$ cat src/rtl/bnn_frame_scheduler_if.sv
// bnn_frame_scheduler_if: per-source pixel and result handshakes between the sources and the scheduler.
interface bnn_frame_scheduler_if #(parameter int NREQ = 2);
  logic [NREQ-1:0] src_valid;
  logic [NREQ-1:0] src_pix;
  logic [NREQ-1:0] src_ready;
  logic [NREQ-1:0] res_valid;
  logic [NREQ-1:0] res_ready;
  logic [3:0]      res_class;
  modport master (output src_valid, src_pix, res_ready, input src_ready, res_valid, res_class);
  modport slave  (input src_valid, src_pix, res_ready, output src_ready, res_valid, res_class);
endinterface

$ cat src/rtl/bnn_frame_scheduler.sv
// bnn_frame_scheduler: round-robin whole-frame sharing of one BNN core between NREQ sources.
// Define BNN_PERF_CNT_EN to enable the perf_cycles frame-latency counter.
module bnn_frame_scheduler #(
  parameter int NREQ      = 2,
  parameter int GW        = 1,
  parameter int PIXEL_NUM = 784,
  parameter int CW        = 10
) (
  input  logic                 clk,
  input  logic                 rst,
  bnn_frame_scheduler_if.slave sif,
  output logic [GW-1:0]        grant_id,
  output logic                 busy,
  input  logic                 core_rcv_req,
  output logic                 core_rcv_ack,
  output logic                 core_inputs,
  output logic                 core_snd_req,
  input  logic                 core_snd_ack,
  input  logic [3:0]           core_outputs,
  output logic [31:0]          perf_cycles
);
  typedef enum logic [2:0] {IDLE, LOAD, WAIT_RDY, SEND, RESULT, RETURN} state_e;
  state_e               state_q;
  logic [GW-1:0]        rr_q, gnt_q, gsel, idx;
  logic [CW-1:0]        cnt_q;
  logic [PIXEL_NUM-1:0] buf_q;
  logic [NREQ-1:0]      src_ready_q, res_valid_q;
  logic [3:0]           res_class_q;
  logic                 rcv_ack_q, pix_q, snd_req_q, busy_q, acc;
  assign acc              = (state_q == LOAD) & sif.src_valid[gnt_q];
  assign sif.src_ready    = src_ready_q;
  assign sif.res_valid    = res_valid_q;
  assign sif.res_class    = res_class_q;
  assign grant_id         = gnt_q;
  assign busy             = busy_q;
  assign core_rcv_ack     = rcv_ack_q;
  assign core_inputs      = pix_q;
  assign core_snd_req     = snd_req_q;
  // Descending scan so the requester closest above rr_q wins.
  always_comb begin
    gsel = rr_q;
    idx  = rr_q;
    for (int i = NREQ - 1; i >= 0; i--) begin
      idx = GW'((int'(rr_q) + i) % NREQ);
      if (sif.src_valid[idx]) gsel = idx;
    end
  end
  always_ff @(posedge clk)
    if (acc) buf_q[cnt_q] <= sif.src_pix[gnt_q];
  always_ff @(posedge clk)
    if (rst) begin
      state_q     <= IDLE;
      rr_q        <= '0;
      gnt_q       <= '0;
      cnt_q       <= '0;
      src_ready_q <= '0;
      res_valid_q <= '0;
      res_class_q <= '0;
      rcv_ack_q   <= 1'b0;
      pix_q       <= 1'b0;
      snd_req_q   <= 1'b0;
      busy_q      <= 1'b0;
    end else
      case (state_q)
        IDLE: if (|sif.src_valid) begin
          gnt_q       <= gsel;
          src_ready_q <= NREQ'(1) << gsel;
          busy_q      <= 1'b1;
          state_q     <= LOAD;
        end
        LOAD: if (acc) begin
          if (cnt_q == CW'(PIXEL_NUM - 1)) begin
            cnt_q       <= '0;
            src_ready_q <= '0;
            state_q     <= WAIT_RDY;
          end else cnt_q <= cnt_q + CW'(1);
        end
        WAIT_RDY: if (core_rcv_req) begin
          rcv_ack_q <= 1'b1;
          pix_q     <= buf_q[0];
          cnt_q     <= CW'(1);
          state_q   <= SEND;
        end
        SEND: if (cnt_q == CW'(PIXEL_NUM)) begin
          rcv_ack_q <= 1'b0;
          pix_q     <= 1'b0;
          cnt_q     <= '0;
          snd_req_q <= 1'b1;
          state_q   <= RESULT;
        end else begin
          pix_q <= buf_q[cnt_q];
          cnt_q <= cnt_q + CW'(1);
        end
        RESULT: if (core_snd_ack) begin
          res_class_q <= core_outputs;
          snd_req_q   <= 1'b0;
          res_valid_q <= NREQ'(1) << gnt_q;
          state_q     <= RETURN;
        end
        RETURN: if (sif.res_ready[gnt_q]) begin
          res_valid_q <= '0;
          rr_q        <= (gnt_q == GW'(NREQ - 1)) ? '0 : gnt_q + GW'(1);
          busy_q      <= 1'b0;
          state_q     <= IDLE;
        end
        default: state_q <= IDLE;
      endcase
`ifdef BNN_PERF_CNT_EN
  logic [31:0] perf_cnt_q, perf_q, perf_inc;
  // perf_inc counts the current cycle too, so the snapshot equals all busy cycles so far.
  assign perf_inc    = &perf_cnt_q ? perf_cnt_q : perf_cnt_q + 32'd1;
  assign perf_cycles = perf_q;
  always_ff @(posedge clk)
    if (rst) begin
      perf_cnt_q <= '0;
      perf_q     <= '0;
    end else begin
      perf_cnt_q <= (state_q == IDLE && |sif.src_valid) ? '0 : busy_q ? perf_inc : perf_cnt_q;
      if (state_q == RESULT && core_snd_ack) perf_q <= perf_inc;
    end
`else
  assign perf_cycles = '0;
`endif
endmodule

$ cat src/flat_wrapper.sv
// flat-port wrapper written by rule: the top's interface ports become plain ports
module bnn_frame_scheduler_flat 
#(
  parameter int NREQ      = 2,
  parameter int GW        = 1,
  parameter int PIXEL_NUM = 784,
  parameter int CW        = 10
)
  (clk, rst, grant_id, busy, core_rcv_req, core_rcv_ack, core_inputs, core_snd_req, core_snd_ack, core_outputs, perf_cycles, sif_src_valid, sif_src_pix, sif_res_ready, sif_src_ready, sif_res_valid, sif_res_class);
  bnn_frame_scheduler_if #(.NREQ(NREQ)) sif_i ();
  input  logic clk;
  input  logic rst;
  output logic [GW-1:0] grant_id;
  output logic busy;
  input  logic core_rcv_req;
  output logic core_rcv_ack;
  output logic core_inputs;
  output logic core_snd_req;
  input  logic core_snd_ack;
  input  logic [3:0] core_outputs;
  output logic [31:0] perf_cycles;
  input wire logic [$bits(sif_i.src_valid)-1:0] sif_src_valid;
  input wire logic [$bits(sif_i.src_pix)-1:0] sif_src_pix;
  input wire logic [$bits(sif_i.res_ready)-1:0] sif_res_ready;
  output wire logic [$bits(sif_i.src_ready)-1:0] sif_src_ready;
  output wire logic [$bits(sif_i.res_valid)-1:0] sif_res_valid;
  output wire logic [$bits(sif_i.res_class)-1:0] sif_res_class;
  assign sif_i.src_valid = sif_src_valid;
  assign sif_i.src_pix = sif_src_pix;
  assign sif_i.res_ready = sif_res_ready;
  assign sif_src_ready = sif_i.src_ready;
  assign sif_res_valid = sif_i.res_valid;
  assign sif_res_class = sif_i.res_class;
  bnn_frame_scheduler #(.NREQ(NREQ), .GW(GW), .PIXEL_NUM(PIXEL_NUM), .CW(CW)) u_core (.clk(clk), .rst(rst), .sif(sif_i), .grant_id(grant_id), .busy(busy), .core_rcv_req(core_rcv_req), .core_rcv_ack(core_rcv_ack), .core_inputs(core_inputs), .core_snd_req(core_snd_req), .core_snd_ack(core_snd_ack), .core_outputs(core_outputs), .perf_cycles(perf_cycles));
endmodule
$ cat config.mk
export PLATFORM = sky130hd
export DESIGN_NAME = bnn_frame_scheduler_flat
export DESIGN_NICKNAME = d
export VERILOG_FILES = /design/src/rtl/bnn_frame_scheduler_if.sv /design/src/rtl/bnn_frame_scheduler.sv /design/src/flat_wrapper.sv
export SDC_FILE = /design/constraint.sdc
export NUM_CORES = 1
export LEC_CHECK = 0
export CAP_MARGIN = 20
export CORE_MARGIN = 2
export CORE_UTILIZATION = 30
export CTS_CLUSTER_SIZE = 14
export DETAILED_ROUTE_END_ITERATION = 8
export PLACE_DENSITY = 0.46
export SYNTH_ARGS = -nofsm -noshare
export SYNTH_HDL_FRONTEND = slang
export SYNTH_SLANG_ARGS = --single-unit
export TNS_END_PERCENT = 5
$ cat constraint.sdc
create_clock -name clk -period 10 [get_ports clk]
set_input_delay 2.5 -clock clk [delete_from_list [all_inputs] [get_ports clk]]
set_output_delay 2.5 -clock clk [all_outputs]
set_load 0.02 [all_outputs]
# Word level (Yosys, flattened, before mapping)
# Cells that the tools add are included.
[word_totals]
register_bits = 811
input_bits = 14
word_cells = 107
[op_classes]
add_sub_neg = 3
order_cmp = 5
n_eq_ne = 14
n_shift = 2
mux = 50
bitwise = 1
reduce_logical = 20
[op_table]
columns = ["cell", "count"]
rows = [
  ["$bwmux W784", 1],
  ["$mux W10", 4],
  ["$pmux W10 S3", 1],
  ["$mux W1", 23],
  ["$mux W3", 7],
  ["$eq A10 B10 Y1 const B", 2],
  ["$pmux W3 S6", 1],
  ["$reduce_and A3 Y1", 5],
  ["$lt A10 B11 Y1 const B", 1],
  ["$add A10 B1 Y10 const B", 1],
  ["$bmux W1 S10", 1],
  ["$demux W1 S10", 1],
  ["$ge A10 B1 Y1 const B", 1],
  ["$mux W2", 5],
  ["$reduce_bool A2 Y1", 5],
  ["$ne A2 B1 Y1 const B", 4],
  ["$pmux W1 S2", 4],
  ["$pmux W2 S2", 2],
  ["$reduce_and A2 Y1", 4],
  ["$reduce_and A7 Y1", 1],
  ["$eq A3 B2 Y1 const B", 2],
  ["$eq A3 B3 Y1 const B", 2],
  ["$lt A1 B2 Y1 const B", 3],
  ["$ne A2 B2 Y1 const B", 3],
  ["other kinds (9)", 11],
]

# Depth between registers and ports, before layout
[logic_depth]
ltp_word = 8
mapped_depth = 13

# Worst setup path after synthesis
# OpenSTA, ideal clock, no wires.
[synth_timing]
kind = "input port to flip-flop"
from = "input sif_src_pix[1]"
to = "register u_core.buf_q[0], data pin"
t_arrival_ns = 7.867
setup_slack_ns = 0.843
path_stages = 1
path_buffers = 0
cell_sequence = "mux2_2"
[synth_between]
elab_chain_cells = 3
[synth_rtl]
columns = ["item", "line_no", "source"]
rows = [
  ["start, declared", "flat_wrapper.sv:23", "input wire logic [$bits(sif_i.src_pix)-1:0] sif_src_pix;"],
  ["$mux W1 (implied by the code) (2 in series)", "bnn_frame_scheduler.sv:49", "if (acc) buf_q[cnt_q] <= sif.src_pix[gnt_q];"],
  ["$bwmux W784", "bnn_frame_scheduler.sv:49", ""],
  ["end signal, assigned by index", "bnn_frame_scheduler.sv:49", ""],
  ["end, declared", "bnn_frame_scheduler.sv:26", "logic [PIXEL_NUM-1:0] buf_q;"],
]
# No other way between the ends. The select of a mux whose other input is x is not followed.
# A chain may end at the register's enable or synchronous reset.

# Worst setup path in the final report
[layout_timing]
from = "input sif_src_valid[1]"
to = "register u_core.buf_q[716] (enable)"
[layout_between]
elab_chain_cells = 3
[layout_rtl]
columns = ["item", "line_no", "source"]
rows = [
  ["start, declared", "flat_wrapper.sv:22", "input wire logic [$bits(sif_i.src_valid)-1:0] sif_src_valid;"],
  ["$mux W1 (implied by the code) (2 in series)", "bnn_frame_scheduler.sv:30", "assign acc = (state_q == LOAD) & sif.src_valid[gnt_q];"],
  ["$and A1 B1 Y1", "bnn_frame_scheduler.sv:30", ""],
]
# No other way between the ends. The select of a mux whose other input is x is not followed.

==> impl_metrics.py <==
metrics = {
    "clock_network": {
        "insertion_delay_ps": 660,
        "clockBufferDepth": 3,
        "cts_resized": 0,
        "clock_pin_slew_of_the_registers_on_the_worst_case_setup_and_hold_paths_ps": 60,
        "cts_inserted_buffers": 93,
        "cts_hold_buffers": 0,
        "clock_sinks": 811,
        "cts.htree.levels": 3,
        "post_cts_setup_inserts": 0,
        "tritoncts": "done",
        "root_buffer": "sky130_fd_sc_hd__clkbuf_16",
    },
    "synth": {
        "synth.ff_latch_count": 811,
        "syn_area_um2": 35400,
        "syn-mean-instance-area_um2": 12.68,
        "yosys_warnings": 0,
        "synth_edf_count": 784,
        "ys_dominant_reg_cell": "sky130_fd_sc_hd__edfxtp_1",
        "post_synth_inst_count": 2793,
        "postSynth.asyncResetShare": 0,
        "netlist-cell-type-count": 53,
        "synth_seq_area_share": 0.6803,
    },
    "run_status": {
        "outcome": "completed",
    },
    "die": {
        "floorplan.die.width_um": 347.5,
        "placementRows": 126,
        "starting_density": 0.3010,
        "design.core.area_um2": 117600,
        "floorplan_die_area_um2": 120800,
        "pin_count": 59,
        "floorplan.die.height_um": 347.5,
    },
    "finish": {
        "final_common_cell": "sky130_fd_sc_hd__nor2_1",
        "final_layout_size_suffix_gt1_frac": 0.09652,
        "final.fill_count": 11410,
        "finalNetCount": 2764,
        "antennaDiodeCount": 0,
        "sequential_standard_cell_area_um2": 24090,
        "multi_input_comb_area_um2": 10190,
        "areaGrowthSynthToFinish_pct": 14.92,
        "mostFrequentLayoutCells": "829 x sky130_fd_sc_hd__nor2_1, 784 x sky130_fd_sc_hd__edfxtp_1, 387 x sky130_fd_sc_hd__mux2i_1, 181 x sky130_fd_sc_hd__o22ai_1, 94 x sky130_fd_sc_hd__clkbuf_16",
        "final_util": 0.3459,
    },
    "sta": {
        "rsz0062_at_grt": "false",
        "slew-limit-headroom": 0.03875,
        "max_clock_freq_mhz": 195.0,
        "worst_clock_skew_ps": 28.14,
        "worst_case_setup_margin_in_the_final_layout_ps": 4872,
        "fin_crit_sh": 0.5128,
        "timing_hold_violations_final": 0,
        "setup_tns_ps": 0,
        "finalCriticalPeriod_ps": 5128,
        "max_slew.worst_pin.slew_ps": 1442,
        "maxSlewViolCount": 0,
        "hold-worst-slack_ps": 456.6,
        "finalSetupViolations": 0,
    },
    "routing": {
        "routed-via-count": 22720,
        "detailedRoute.firstIterationViolations": 2409,
        "drt_drc_violations_left": 0,
        "ant_nets": 0,
        "routed_wl_um": 115200,
        "wl_per_cell_um": 26.46,
        "routed_via_density": 5.217,
        "dr.pass1.iters": 5,
    },
    "grt": {
        "global_route_wire_length_before_repair_um": 163500,
        "grt_max_degree": 291,
        "grtUsageTotal": 0.1877,
        "grt.busiest_layer": "met2",
        "grt-ovfl-total": 0,
        "first_global_vias": 22290,
        "met1_usage": 0.2486,
        "global_route.usage.met3": 0.02538,
        "grt_antenna_before_repair": 2,
        "use_met2": 0.3166,
    },
    "setup_path": {
        "crit_path_max_fanout": 25,
        "class_of_the_most_critical_setup_path": "input pin to flop",
        "number_of_cells_on_the_worst_reg_to_reg_path": 10,
        "regToRegStartpoint": "u_core.cnt_q[3]",
        "required_ps": 10350,
        "r2r_end": "u_core.core_inputs",
        "cp-start-kind": "input pin",
        "cp.arrival_ps": 5480,
        "timing.reg2reg.setup_slack_ps": 5300,
        "end_kind": "flop",
    },
    "hold_path": {
        "hold_class": "flop to flop",
        "min_from": "u_core.sif.res_class[1]",
        "min_delay_worst_endpoint": "u_core.sif.res_class[1]",
        "worst_hold_path.num_cells": 2,
    },
    "job": {
        "cap_viol_max_count": 0,
    },
    "placement": {
        "post-dp-hpwl_um": 63670,
        "detailedPlace.worstSlack_ps": 4275,
        "port_buffers": 26,
        "place_congestion": 0.7685,
    },
    "power_and_ir_drop": {
        "power_density_nw_per_um2": 182.4,
        "vdd_ir_drop_max_uv": 112.7,
        "static_leak_nw": 11.55,
    },
}
## critical path, stage by stage
cell and delay (ps):
sky130_fd_sc_hd__clkdlybuf4s50_1 530, sky130_fd_sc_hd__mux2i_1 160, sky130_fd_sc_hd__nor3_1 620, sky130_fd_sc_hd__and2_1 510, sky130_fd_sc_hd__nand2_2 770, sky130_fd_sc_hd__nor2_1 370
## sequential cells by signal (all words and copies together), names as in the netlist, 2 cells and up
name and cells:
u_core.buf_q 784, u_core.cnt_q 10, u_core.sif.res_class 4, u_core.state_q 3, u_core.sif.res_valid 2, u_core.sif.src_ready 2
## per-stage QoR
step | power [mW] | cell area, um^2 | instances
2_1_floorplan | 4.019 | 35520 | 2824
3_5_place_dp | 4.075 | 37370 | 4176
4_1_cts | 7.484 | 40390 | 4343
3_3_place_gp | 4.066 | 36980 | 4157
5_1_grt | 7.617 | 40680 | 4354
6_report | 7.420 | 40680 | 4354
## final cells by class
cell class,instances,share of cell area
sequential,811,0.5920
multi-input combinational,1719,0.2504
clock buffer,113,0.05957
tap,1536,0.04724
timing repair buffer,111,0.03515
clock inverter,54,0.01470
inverter,10,0.0009226
## power by group
group	switching [mW]	internal [mW]	leakage (nW)
sequential	0.00672	3.76	7.26
clock	1.39	2.03	1.46
combinational	0.175	0.0682	2.83
## worst max-delay path by stage
stage	start	to
after floorplan	sif_src_pix[1]	u_core.buf_q[0]
after global placement	sif_src_valid[1]	u_core.buf_q[429]
after detailed placement	sif_src_valid[1]	u_core.buf_q[620]
after CTS	sif_src_valid[1]	u_core.buf_q[620]
final	sif_src_valid[1]	u_core.buf_q[716]
after global routing	sif_src_valid[1]	u_core.buf_q[620]
## cells in the mapped netlist, drive strengths merged, types with 5 or more instances
cell type  instances  area [um^2]
and2               6        37.54
nor4              40        250.2
o22ai            186         1195
xor2               6        52.55
or4                6        45.04
o21ai              8        40.04
edfxtp           784        23540
nand4b             6        52.55
a31oi              5        31.28
nor2             829         3112
mux2i            387         3874
nor3              13        75.07
dfxtp             27        540.5
clkbuf           180        675.7
o2111ai           11        102.6
nand3             13        65.06
inv               10        37.54
nand4bb            6        67.56
nand2             93        349.1
nor3b              6        45.04
buf              104        666.9
a21oi             22        110.1
## layer usage
| layer | up-vias | wire length, um | part of all wire |
|---|---|---|---|
| met5 | - | 0 | 0 |
| met4 | 0 | 3690 | 0.032 |
| met3 | 195 | 6363 | 0.055 |
| met2 | 727 | 56080 | 0.49 |
| met1 | 11850 | 49070 | 0.43 |
| li1 | 9940 | - | - |
## logic make-up after synthesis
family / count (synthesis) / share of synthesized area
simple gates: 1040 / 0.1206
flops: 811 / 0.6803
mux: 392 / 0.1123
buf+inv: 294 / 0.03898
compound gates: 243 / 0.04432
xor+xnor: 7 / 0.001732
fa+ha+maj: 5 / 0.001697
other cells: 1 / 0.0001059
No activity file was read; power rests on OpenSTA's default activity.
==> patch 1: new RTL, config.mk and constraints unchanged <==
One comparison of `cnt_q` changes from == to >=.
--- a/src/rtl/bnn_frame_scheduler.sv
+++ b/src/rtl/bnn_frame_scheduler.sv
@@ -69,7 +69,7 @@
           state_q     <= LOAD;
         end
         LOAD: if (acc) begin
-          if (cnt_q == CW'(PIXEL_NUM - 1)) begin
+          if (cnt_q >= CW'(PIXEL_NUM - 1)) begin
             cnt_q       <= '0;
             src_ready_q <= '0;
             state_q     <= WAIT_RDY;
Formal check against the unedited RTL: same outputs for any inputs over 4 cycles, from zero or initial values and one cycle with rst high; that may be too few to reach the edited logic, so the function may still have changed.
==> patch 1 against the unedited design <==
- sequential share of layout area grew 0.48 points
- routed wire length down 0.68%
- critical path depth up 4
- maximum frequency down 4.0%
- sequential cell count unchanged
- total power decreased by 3.7%
- area after synthesis increased by 0.46%
- design area is 0.79% lower
- clock skew about the same
- setup slack lost 0.22 ns
- highest routed layer unchanged
==> patch 1: results <==
[pwr]
p_seq_share_pct = 52.8
p_clk_mw = 3.11
ir_drop_v = 0.000110
p_sw_share_pct = 21.7

[min_path]
worst_hold_path.endpoint = "u_core.sif.src_ready[1]"
min-delay-start = "u_core.sif.src_ready[1]"

[logic_synthesis]
synth.top_cells.by_area = "edfxtp_1 66%, mux2i_1 10%, nor2_1 8.8%"
syn_area_per_cell_um2 = 12.8
synth_common_cells = "838 x nor2_1, 784 x edfxtp_1, 368 x mux2i_1"
ys_types = 58

[global_routing]
grt_max_degree = 234
grtUsageTotal_pct = 18.5
grt_pass1_wl_um = 161000
grt_pass1_vias = 22000

[detailed_routing]
first_iter_violations = 2364
avgViaCountPerCell = 5.26

[timing]
finClkSkew_ns = 0.0277
relSlewSlack_pct = 21.5

[critical_path]
worstPathMaxFanout = 118
r2r_slack_ns = 4.66

[placed_design]
dp_cells = 4167
placed_cell_area_mm2 = 0.0372
gp_congestion = 0.762

[cells_and_area]
drive_gt1_share_pct = 9.52

[cts]
numCtsBuffers = 90

[run_status]
status = "finished, final reports clean"
## patch 1: cell count changes after synthesis, sizes merged, moves of 11 or more
cell	before	now
o22ai	186	165
nand2	93	76
buf	104	122
clkbuf	180	160
mux2i	387	368
nor3	13	24
nor4	40	28
## patch 1: cell families after synthesis
logic type,after synthesis,share of synthesized area (%)
and+or+nand+nor,1045,12.1
adders and majority gates,5,0.169
AOI/OAI and AO/OA,238,4.24
other,1,0.0105
muxes,385,11.3
xor gates and xnor gates,8,0.197
DFF,811,67.7
buffers and inverters,291,4.27
## patch 1: worst max-delay path by stage
stage                     depth (start not counted)                 end              from
after CTS                                         6   u_core.buf_q[692]  sif_src_valid[0]
final                                            10  u_core.core_inputs   u_core.cnt_q[1]
after global placement                            6    u_core.buf_q[55]  sif_src_valid[0]
after global routing                             10  u_core.core_inputs   u_core.cnt_q[1]
after detailed placement                          6   u_core.buf_q[692]  sif_src_valid[0]
after floorplan                                   1     u_core.buf_q[0]    sif_src_pix[1]
## patch 1: through the flow
step / setup WS [ns] / total power, mW
2_1_floorplan: 0.843 / 4.06
3_5_place_dp: 3.96 / 4.11
4_1_cts: 4.65 / 7.21
6_report: 4.66 / 7.15
3_3_place_gp: 3.98 / 4.11
5_1_grt: 4.52 / 7.35
## patch 1: routing by layer
layer	routed length, um	part of all wire [%]	track usage [%]	vias to the layer above
li1	-	-	-	9900
met1	49700	43	25.7	11900
met2	54000	47	30.2	858
met3	7720	6.7	2.32	157
met4	2960	2.6	5.74	0
met5	0	0	0	-
## patch 1: cell type report
cell class	count	area, um2
Multi-Input combinational cell	1713	10200
Tap cell	1536	1920
Timing Repair Buffer	113	1390
Inverter	9	33.8
Clock buffer	123	2480
Clock inverter	36	231
Fill cell	11400	77400
Sequential cell	811	24100
==> patch 2: new RTL, config.mk and constraints unchanged <==
Made on the original files. `CW` is set to 10 in 2 places; all go to 20.
--- a/src/rtl/bnn_frame_scheduler.sv
+++ b/src/rtl/bnn_frame_scheduler.sv
@@ -4,7 +4,7 @@
   parameter int NREQ      = 2,
   parameter int GW        = 1,
   parameter int PIXEL_NUM = 784,
-  parameter int CW        = 10
+  parameter int CW        = 20
 ) (
   input  logic                 clk,
   input  logic                 rst,
--- a/src/flat_wrapper.sv
+++ b/src/flat_wrapper.sv
@@ -4,7 +4,7 @@
   parameter int NREQ      = 2,
   parameter int GW        = 1,
   parameter int PIXEL_NUM = 784,
-  parameter int CW        = 10
+  parameter int CW        = 20
 )
   (clk, rst, grant_id, busy, core_rcv_req, core_rcv_ack, core_inputs, core_snd_req, core_snd_ack, core_outputs, perf_cycles, sif_src_valid, sif_src_pix, sif_res_ready, sif_src_ready, sif_res_valid, sif_res_class);
   bnn_frame_scheduler_if #(.NREQ(NREQ)) sif_i ();
Behaviour: no difference found for any inputs over 4 cycles, from zero or initial values and one cycle with rst high; that may be too few to reach the edited logic, so the function may still have changed.
==> patch 2 against the unedited design <==
- critical path depth increased by 2
- maximum frequency rose by 3.6%
- design area increased by 0.91%
- setup slack better by 0.18 ns
- area after synthesis grew 2.0%
- sequential cell count is 10 higher
- largest cell class unchanged
- first-iteration DRC count rose by 8.6%
- count of clock-buffer cells in the layout up 5
- routed wire length grew 5.0%
- global-route usage is 0.74 points higher
Power is not compared: it rests on default switching activity, and its combinational part moved more than twofold at a synthesized area within 25%.
==> patch 2: results <==
[run_status]
status = "finished, final reports clean"

[global_routing]
met1_usage_pct = 27.2
grt_pass1_vias = 23400
grt_max_degree = 271
grtUsageTotal_pct = 19.5
grt_pass1_wl_um = 172000
antenna_found_initial = 6
met2_usage_pct = 31.0
grtUsageMet3_pct = 2.84

[critical_path]
cp.arrival_ns = 5.31
crit_path_max_incr_delay_ns = 0.56
crit_slowest_cell = "clkdlybuf4s50_1"
cpLargestDelayFamily = "buffers and inverters"
worstPathMaxFanout = 44
worst_r2r_path_depth = 9

[cells_and_area]
multi_input_comb_cells = 1797
inverters = 6
finish.instance_area_mm2 = 0.0411
fin_cells = 4495
nFillCells = 11700
n_all_buffers = 98
nets = 2835
seq_share_pct = 59.2
nonClkBufAreaFrac_pct = 2.45
multi_input_area_share_pct = 26.2
clk_share_pct = 7.26
drive_gt1_share_pct = 8.22

[timing]
finClkSkew_ns = 0.0211
tightest_slew_ns = 1.33

[logic_synthesis]
synth_common_cells = "837 x nor2_1, 784 x edfxtp_1, 369 x mux2i_1"
syn_area_per_cell_um2 = 12.7
synth.top_cells.by_area = "edfxtp_1 65%, mux2i_1 10%, nor2_1 8.7%"
ys_types = 59
yosysSeqAreaShare_pct = 67.2
ys_seq_elements = 821

[placed_design]
dp_cells = 4332
placed_cell_area_mm2 = 0.0380
gp_congestion = 0.807
post-dp-hpwl_um = 71400
place_ws_ns = 4.38

[detailed_routing]
first_pass_iters = 9
wirelength_um = 121000
avgViaCountPerCell = 5.26
first_iter_violations = 2616

[die]
fp.dieW_um = 351

[cts]
clock_latency_ns = 0.68
[patch 2: cell types whose count changed in the layout (fill, tap and decap cells not counted), sizes merged, moves of 18 or more]
cell,before,now
nand2,93,60
o22ai,186,159
mux2i,387,369
nand3,13,72
[patch 2: worst paths after layout]
check	from	to	slack [ns]
hold / removal	u_core.core_snd_req	u_core.core_snd_req	0.48
hold reg to reg	u_core.core_snd_req	u_core.core_snd_req	0.48
setup / recovery	sif_src_valid[0]	u_core.buf_q[363]	5.05
setup reg to reg	u_core.cnt_q[1]	u_core.core_inputs	5.14
[patch 2: logic make-up after synthesis]
| kind of cell | synth area share, % |
|---|---|
| muxes | 11.2 |
| DFF | 67.2 |
| adders and majority gates | 0.166 |
| buffers and inverters | 3.53 |
| xor gates and xnor gates | 0.461 |
| and+or+nand+nor | 13.2 |
| other | 0.0104 |
| AOI/OAI and AO/OA | 4.25 |
[patch 2: routing by layer]
layer  up-vias  share of wire (%)
met4         0                3.3
met5         -                  0
met2       923                 46
met1     12300                 44
li1      10300                  -
met3       197                6.9
